`config.mk`:
```
export PLATFORM = sky130hd
export DESIGN_NAME = uart_tx_buffer
export DESIGN_NICKNAME = d
export VERILOG_FILES = /design/src/rtl/uart_tx_buffer.sv
export SDC_FILE = /design/constraint.sdc
export NUM_CORES = 1
export LEC_CHECK = 0
export ABC_AREA = 1
export CORE_MARGIN = 2
export CORE_UTILIZATION = 50
export DETAILED_ROUTE_END_ITERATION = 10
export HOLD_SLACK_MARGIN = 0.03
export PLACE_DENSITY = 0.68
export REMOVE_ABC_BUFFERS = 1
export SLEW_MARGIN = 20
export SYNTH_ARGS = -nofsm -noshare
export SYNTH_HDL_FRONTEND = slang
export SYNTH_SLANG_ARGS = --single-unit
```
`constraint.sdc`:
```
create_clock -name CLK -period 3.35 [get_ports CLK]
set_input_delay 0.8375 -clock CLK [delete_from_list [all_inputs] [get_ports CLK]]
set_output_delay 0.8375 -clock CLK [all_outputs]
set_load 0.01 [all_outputs]
```
`src/rtl/uart_tx_buffer.sv`:
```
// uart_tx_buffer: word FIFO that splits 1/2/4-byte store entries into a byte stream
// for the UART transmitter. Define UART_TX_BUFFER_BIG_ENDIAN_EN to send MSB first.
module uart_tx_buffer #(
  parameter  int DEPTH = 8,
  localparam int AW    = $clog2(DEPTH)
) (
  input  logic        CLK,
  input  logic        RST_N,
  input  logic        wr_en,
  input  logic [31:0] wr_data,
  input  logic [1:0]  wr_nbytes,
  output logic        full,
  output logic        empty,
  output logic [AW:0] level,
  output logic        ovf,
  output logic        busy,
  output logic [7:0]  send_data,
  output logic        Sdata_valid,
  input  logic        Send_fin
);

  typedef enum logic [1:0] {ST_IDLE, ST_SEND, ST_WAIT} state_t;

  typedef struct packed {
    logic [1:0]  nbytes;
    logic [31:0] data;
  } entry_t;

  entry_t        mem_q [DEPTH];
  logic [AW-1:0] wr_ptr_q, rd_ptr_q;
  logic [AW:0]   level_q, level_d;
  logic          ovf_q;
  state_t        state_q, state_d;
  logic [1:0]    idx_q, idx_d;
  logic [7:0]    send_data_q, send_data_d;
  logic          sdata_valid_q;
  logic [1:0]    nb_norm;
  entry_t        head;
  logic          push, pop;

  // Byte k of the head entry, in transmit order.
  function automatic logic [7:0] pick_byte(entry_t e, logic [1:0] k);
    logic [1:0] sel;
`ifdef UART_TX_BUFFER_BIG_ENDIAN_EN
    sel = e.nbytes - k;
`else
    sel = k;
`endif
    return e.data[{sel, 3'b000} +: 8];
  endfunction

  assign nb_norm = (wr_nbytes == 2'd2) ? 2'd3 : wr_nbytes;
  assign full    = (level_q == (AW+1)'(DEPTH));
  assign empty   = (level_q == '0);
  assign push    = wr_en && !full;
  assign head    = mem_q[rd_ptr_q];

  // NOTE: storage has no reset; an entry is only read once level says it was written.
  always_ff @(posedge CLK) begin
    if (push) mem_q[wr_ptr_q] <= entry_t'{nbytes: nb_norm, data: wr_data};
  end

  always_comb begin
    level_d = level_q;
    if (push && !pop)      level_d = level_q + 1'b1;
    else if (pop && !push) level_d = level_q - 1'b1;
  end

  // NOTE: every output of this block gets a default first, so no path can infer a latch.
  always_comb begin
    state_d     = state_q;
    idx_d       = idx_q;
    send_data_d = send_data_q;
    pop         = 1'b0;
    unique case (state_q)
      ST_IDLE: begin
        if (!empty) begin
          state_d     = ST_SEND;
          idx_d       = 2'd0;
          send_data_d = pick_byte(head, 2'd0);
        end
      end
      ST_SEND: state_d = ST_WAIT;
      ST_WAIT: begin
        if (Send_fin) begin
          if (idx_q == head.nbytes) begin
            pop     = 1'b1;
            idx_d   = 2'd0;
            state_d = ST_IDLE;
          end else begin
            idx_d       = idx_q + 2'd1;
            send_data_d = pick_byte(head, idx_q + 2'd1);
            state_d     = ST_SEND;
          end
        end
      end
      default: state_d = ST_IDLE;
    endcase
  end

  always_ff @(posedge CLK or negedge RST_N) begin
    if (!RST_N) begin
      wr_ptr_q      <= '0;
      rd_ptr_q      <= '0;
      level_q       <= '0;
      ovf_q         <= 1'b0;
      state_q       <= ST_IDLE;
      idx_q         <= 2'd0;
      send_data_q   <= 8'h00;
      sdata_valid_q <= 1'b0;
    end else begin
      if (push) wr_ptr_q <= wr_ptr_q + 1'b1;
      if (pop)  rd_ptr_q <= rd_ptr_q + 1'b1;
      level_q <= level_d;
      if (wr_en && full) ovf_q <= 1'b1;
      state_q       <= state_d;
      idx_q         <= idx_d;
      send_data_q   <= send_data_d;
      sdata_valid_q <= (state_d == ST_SEND);
    end
  end

  assign level       = level_q;
  assign ovf         = ovf_q;
  assign busy        = (state_q != ST_IDLE) || !empty;
  assign send_data   = send_data_q;
  assign Sdata_valid = sdata_valid_q;

endmodule

```
### Word level (Yosys, flattened, before mapping)

Memories as Yosys holds them, arrays and structs flattened.
Cells that the tools add are included.

| cells by class | value |
|---|---|
| add/sub/neg operators | 5 |
| equality and inequality tests | 9 |
| shifts and indexed selects | 1 |
| mux-type cells | 20 |
| reduce and logical (&&, ||, !) cells | 16 |

Operators with widths:

| cell | number |
|---|---|
| variable part select 32 x 6 -> 8 bit | 1 |
| two-way mux 8 bit | 3 |
| one-hot mux 8 bit (2 select lines) | 1 |
| two-way mux 2 bit | 6 |
| two-way mux 4 bit | 2 |
| adder 3 x 1 -> 3 bit, second input constant | 2 |
| two-way mux 1 bit | 6 |
| inequality test 2 bit, second input constant | 3 |
| one-hot mux 2 bit (3 select lines) | 1 |
| nonzero test 2 bit | 3 |
| adder 4 x 1 -> 4 bit, second input constant | 1 |
| equality test 2 x 1 -> 1 bit, second input constant | 2 |
| equality test 2 bit, second input constant | 2 |
| equality test 4 bit, second input constant | 1 |
| logical AND 1 bit | 4 |
| zero test 1 bit | 4 |
| zero test 4 bit | 1 |
| one-hot mux 2 bit (2 select lines) | 1 |
| AND reduction 4 bit | 1 |
| subtractor 4 x 1 -> 4 bit, second input constant | 1 |
| AND reduction 3 bit | 1 |
| adder 2 x 1 -> 2 bit, second input constant | 1 |
| equality test 2 bit | 1 |
| zero test 2 bit | 1 |
| logical OR 1 bit | 1 |

| storage, ports and cells | value |
|---|---|
| register bits | 24 |
| RAM bits | 272 |
| input bits | 38 |
| output and inout port bits | 17 |
| logic and storage cells | 60 |
| memories | 1 |

Memories:

| name | words | bits a word | rd ports | clocked after Yosys merged registers in | write ports | line | source |
|---|---|---|---|---|---|---|---|
| mem_q | 8 | 34 | 1 | 0 | 1 | 29 | `entry_t mem_q [DEPTH];` |

### Depth between registers and ports, before layout

Gate-level depths: netlist of run 1.
An unclocked memory read counts as a cell.

| logic depth | value |
|---|---|
| word-level depth | 8 |
| gate-level depth with buffers | 20 |
| depth with buffers taken out | 20 |

### Worst setup path before layout of run 1

OpenSTA, ideal clock, no wires.

| timing | value |
|---|---|
| path kind | input port to flip-flop |
| from | input wr_en |
| to | memory mem_q[0][0] in the netlist's numbering (enable) |
| library setup time | 425 ps |
| data arrival time | 2943 ps |
| required time | 2925 ps |
| slack | -18 ps |
| stages on the path | 5 |
| buffers on the path | 0 |
| cell sequence | inv_1 > nor2_1 > inv_1 > or2_2 > nor2_1 |

| on the way | value |
|---|---|
| longest elaborated chain between the ends | 3 |

RTL lines:

| what | line | source |
|---|---|---|
| start, declared | 9 | `input logic wr_en,` |
| logical AND 1 bit | 55 | `assign push = wr_en && !full;` |
| named net push | 39 | `logic push, pop;` |
| two-way mux 1 bit | 60 | `if (push) mem_q[wr_ptr_q] <= entry_t'{nbytes: nb_norm, data: wr_data};` |
| two-way mux 1 bit (not written as such) | 60 |  |
| end, declared | 29 |  |

The timed path passes the listed nets, and every way through them passes these cells.

### Worst setup path in the final report of run 1

| timing | value |
|---|---|
| from | register level_q[0], in the netlist level[0] |
| to | output busy |

| on the way | value |
|---|---|
| longest elaborated chain between the ends | 3 |

RTL lines:

| what | line | source |
|---|---|---|
| start, declared | 31 | `logic [AW:0] level_q, level_d;` |
| start signal, assigned | 114 | `level_q <= level_d;` |
| zero test 4 bit | 54 | `assign empty = (level_q == '0);` |
| zero test 1 bit | 125 | `assign busy = (state_q != ST_IDLE) \|\| !empty;` |
| logical OR 1 bit | 125 |  |
| end, declared | 16 | `output logic busy,` |

Every way passes these cells.

==> results of run 1 <==
==> metrics by stage <==
stage	power [mW]	std cells
after floorplan	7.93	1164
after global placement	9.57	1581
after detailed placement	9.66	1581
after CTS	12.8	1638
after global routing	13.5	1638
final	12.7	1638
==> cell usage after synthesis, types with 2 or more instances <==
library cell                 n  area [µm²]
sky130_fd_sc_hd__inv_1     133         499
sky130_fd_sc_hd__or2_2       2        12.5
sky130_fd_sc_hd__buf_2      31         155
sky130_fd_sc_hd__clkbuf_1    8        30.0
sky130_fd_sc_hd__xor2_1      3        26.3
sky130_fd_sc_hd__inv_2       3        11.3
sky130_fd_sc_hd__nand3_1   180         901
sky130_fd_sc_hd__xnor2_1     2        17.5
sky130_fd_sc_hd__ha_1        5        62.6
sky130_fd_sc_hd__buf_1       3        11.3
sky130_fd_sc_hd__a21o_1      2        15.0
sky130_fd_sc_hd__a21oi_1    18        90.1
sky130_fd_sc_hd__nor2_1     34         128
sky130_fd_sc_hd__dfrtp_1    24         601
sky130_fd_sc_hd__buf_4      12        90.1
sky130_fd_sc_hd__o21ai_0     3        15.0
sky130_fd_sc_hd__edfxtp_1  272        8170
sky130_fd_sc_hd__nand2_1   477        1790
==> logic make-up after synthesis <==
kind of cell | share of synthesized area [%]
and+or+nand+nor | 22.5
DFF | 69.1
buffers and inverters | 6.40
AOI/OAI and AO/OA | 0.987
adders and majority gates | 0.651
xor gates and xnor gates | 0.345
==> area by class of cell <==
type	instances	area (µm²)	area share (%)
Clock inverter	16	95.1	0.648
Timing Repair Buffer	87	876	5.97
Inverter	137	517	3.52
Clock buffer	41	843	5.74
Multi-Input combinational cell	731	3160	21.5
Tap cell	330	413	2.81
Sequential cell	296	8770	59.8
==> power breakdown <==
part / internal [mW] / total [mW] / switching [mW]
logic: 1.48 / 4.57 / 3.08
clock network: 1.77 / 3.13 / 1.36
registers: 4.71 / 5.03 / 0.323
total: 7.96 / 12.7 / 4.77
==> worst min-delay path by stage <==
stage                             to  slack, ns  depth (start not counted)
after global placement           ovf       0.45                          1
final                     state_q[1]       0.47                          1
after global routing             ovf       0.49                          1
after CTS                 state_q[1]       0.47                          1
after floorplan           state_q[1]       0.44                          1
after detailed placement         ovf       0.46                          1
==> sequential cells by signal, indices dropped and copies added (netlist names) <==
register	flops
wr_ptr_q	3
rd_ptr_q	3
Sdata_valid	1
ovf	1
mem_q	272
send_data	8
state_q	2
level	4
idx_q	2
==> per-layer routing <==
layer	GRT usage (%)	up-vias	routed length, µm
met5	0	-	0
met4	5.39	0	583
met3	2.51	43	1290
met2	36.5	223	13600
met1	28.8	3974	12100
li1	-	4143	-
==> critical path, delay by kind of cell, from the launching register on <==
family                 cells  cell delay (ns)
buffers and inverters      1             0.51
AND/OR/NAND/NOR            2             0.57
flip-flops                 1             0.47
==> reports/metrics.cfg, run 1 <==
[yosys]
yosys_register_bits=296
postSynth.topFlopCell=sky130_fd_sc_hd__edfxtp_1
synth-seq-area-share_pct=69.1
synth_cell_types=25
synth_enable_flop_cells=272
synth_async_sr_flop_share_pct=8.11
syn_area_per_cell_um2=10.4
yosysWarnings=0
syn_area_mm2=0.0127
post_synth_inst_count=1219

[cts]
cts-htree-levels=1
insertion_delay_ns=0.57
cts_made_buffers=31
cts.sinks=296
cts_post_setup_buffers_inserted=0
hold_buffers=0
ctsResizeCount=0
clkSlewWorstSetupHoldPaths_ns=0.06
max-clock-path-buffers=3
root_buffer=sky130_fd_sc_hd__clkbuf_16
cts_tree=yes

[final_layout]
layout_common_cells=sky130_fd_sc_hd__nand2_1 (477), sky130_fd_sc_hd__edfxtp_1 (272), sky130_fd_sc_hd__nand3_1 (180), sky130_fd_sc_hd__inv_1 (133), sky130_fd_sc_hd__clkdlybuf4s50_1 (54)
final_util_pct=58.6
n_antenna_cell=0
final_area_mm2=0.0147
area.growth.synth_to_final_pct=15.7
fraction_of_final_layout_cells_sized_beyond_drive_strength_1_pct=7.11
nNetsFinal=1328
layout_commonest_cell=sky130_fd_sc_hd__nand2_1
nFillCells=2070

[grt]
grt_pass1_wl_um=43800
gr-usage-all-layers_pct=21.2
antenna_found_initial=0
grt_max_degree=71
vias_in_the_first_global_route=8177
globalRouteOverflowTotal=0

[critical_path]
crit-reg2reg-capture=level[3]
cpPeakStageDelay_ns=0.51
critical_path_required_ns=2.51
worstPathCellList=nor4_1, nand2_1, clkdlybuf4s50_1
critical_path.endpoint=busy
cell_with_the_biggest_individual_delay_on_the_critical_path=sky130_fd_sc_hd__clkdlybuf4s50_1
critPathArrivalTime_ns=2.11
reg2reg_from=rd_ptr_q[0]
r2r_setup_slack_ns=0.50
critPathLaunch=level[0]
worst_setup_path_end_kind=output pin
timing.critical_path.from_type=flop
class_of_the_most_critical_setup_path=flop to output pin
worst-r2r-cell-count=19
highest_fanout_seen_on_the_critical_path=6

[hold_path]
hold_path_startpoint=state_q[1]
min-delay-path-class=flop to flop

[flow_run]
max_cap_violations=0

[place]
portBuffers=54
hpwl_um=16600
routabilityCongestion=0.788
place_worst_setup_slack_ns=0.407
placed_cell_area_mm2=0.0137

[timing]
slew_violations=0
fin_skew_ns=0.0262
period_needed_ns=2.95
final_hold_viol_count=0
timing.final.crit_share_pct=88.0
timing.fmax_mhz=339
holdWs_ns=0.473
worstMarginPinSlew_ns=0.774
finalSetupViolations=0
finalSetupTns_ns=0
grt_setup_unrepaired=false
timing.slew.headroom_pct=48.4
timing.final.ws_setup_ns=0.402

[detailed_routing]
number_of_nets_still_failing_antenna_checks_after_routing=0
post_drt_wl_per_cell_um=16.8
dr.first_iter.drc_count=788
via_per_inst=5.12
final_wl_um=27600
detail_route.drc_violations=0
detail_route.first_pass.iterations=5
dr_total_vias=8383

[die]
die-width_um=163
placeableCoreArea_mm2=0.0250
start_util_pct=50.7
top_level_port_count=55
rows=58
design.die.area_mm2=0.0267
die_outline_height_um=163

[outcome]
run_status=finished clean

[power]
static_leak_nw=6.09
ir_drop_uv=514
power-per-cell-area_mw_per_mm2=867

Power figures use the tool's default switching activity.
==> run 2: changes to the inputs <==
TNS_END_PERCENT = 50   (was unset)
==> results of run 2 <==
The final DEF is identical to that of run 1; final timing and power are the same.
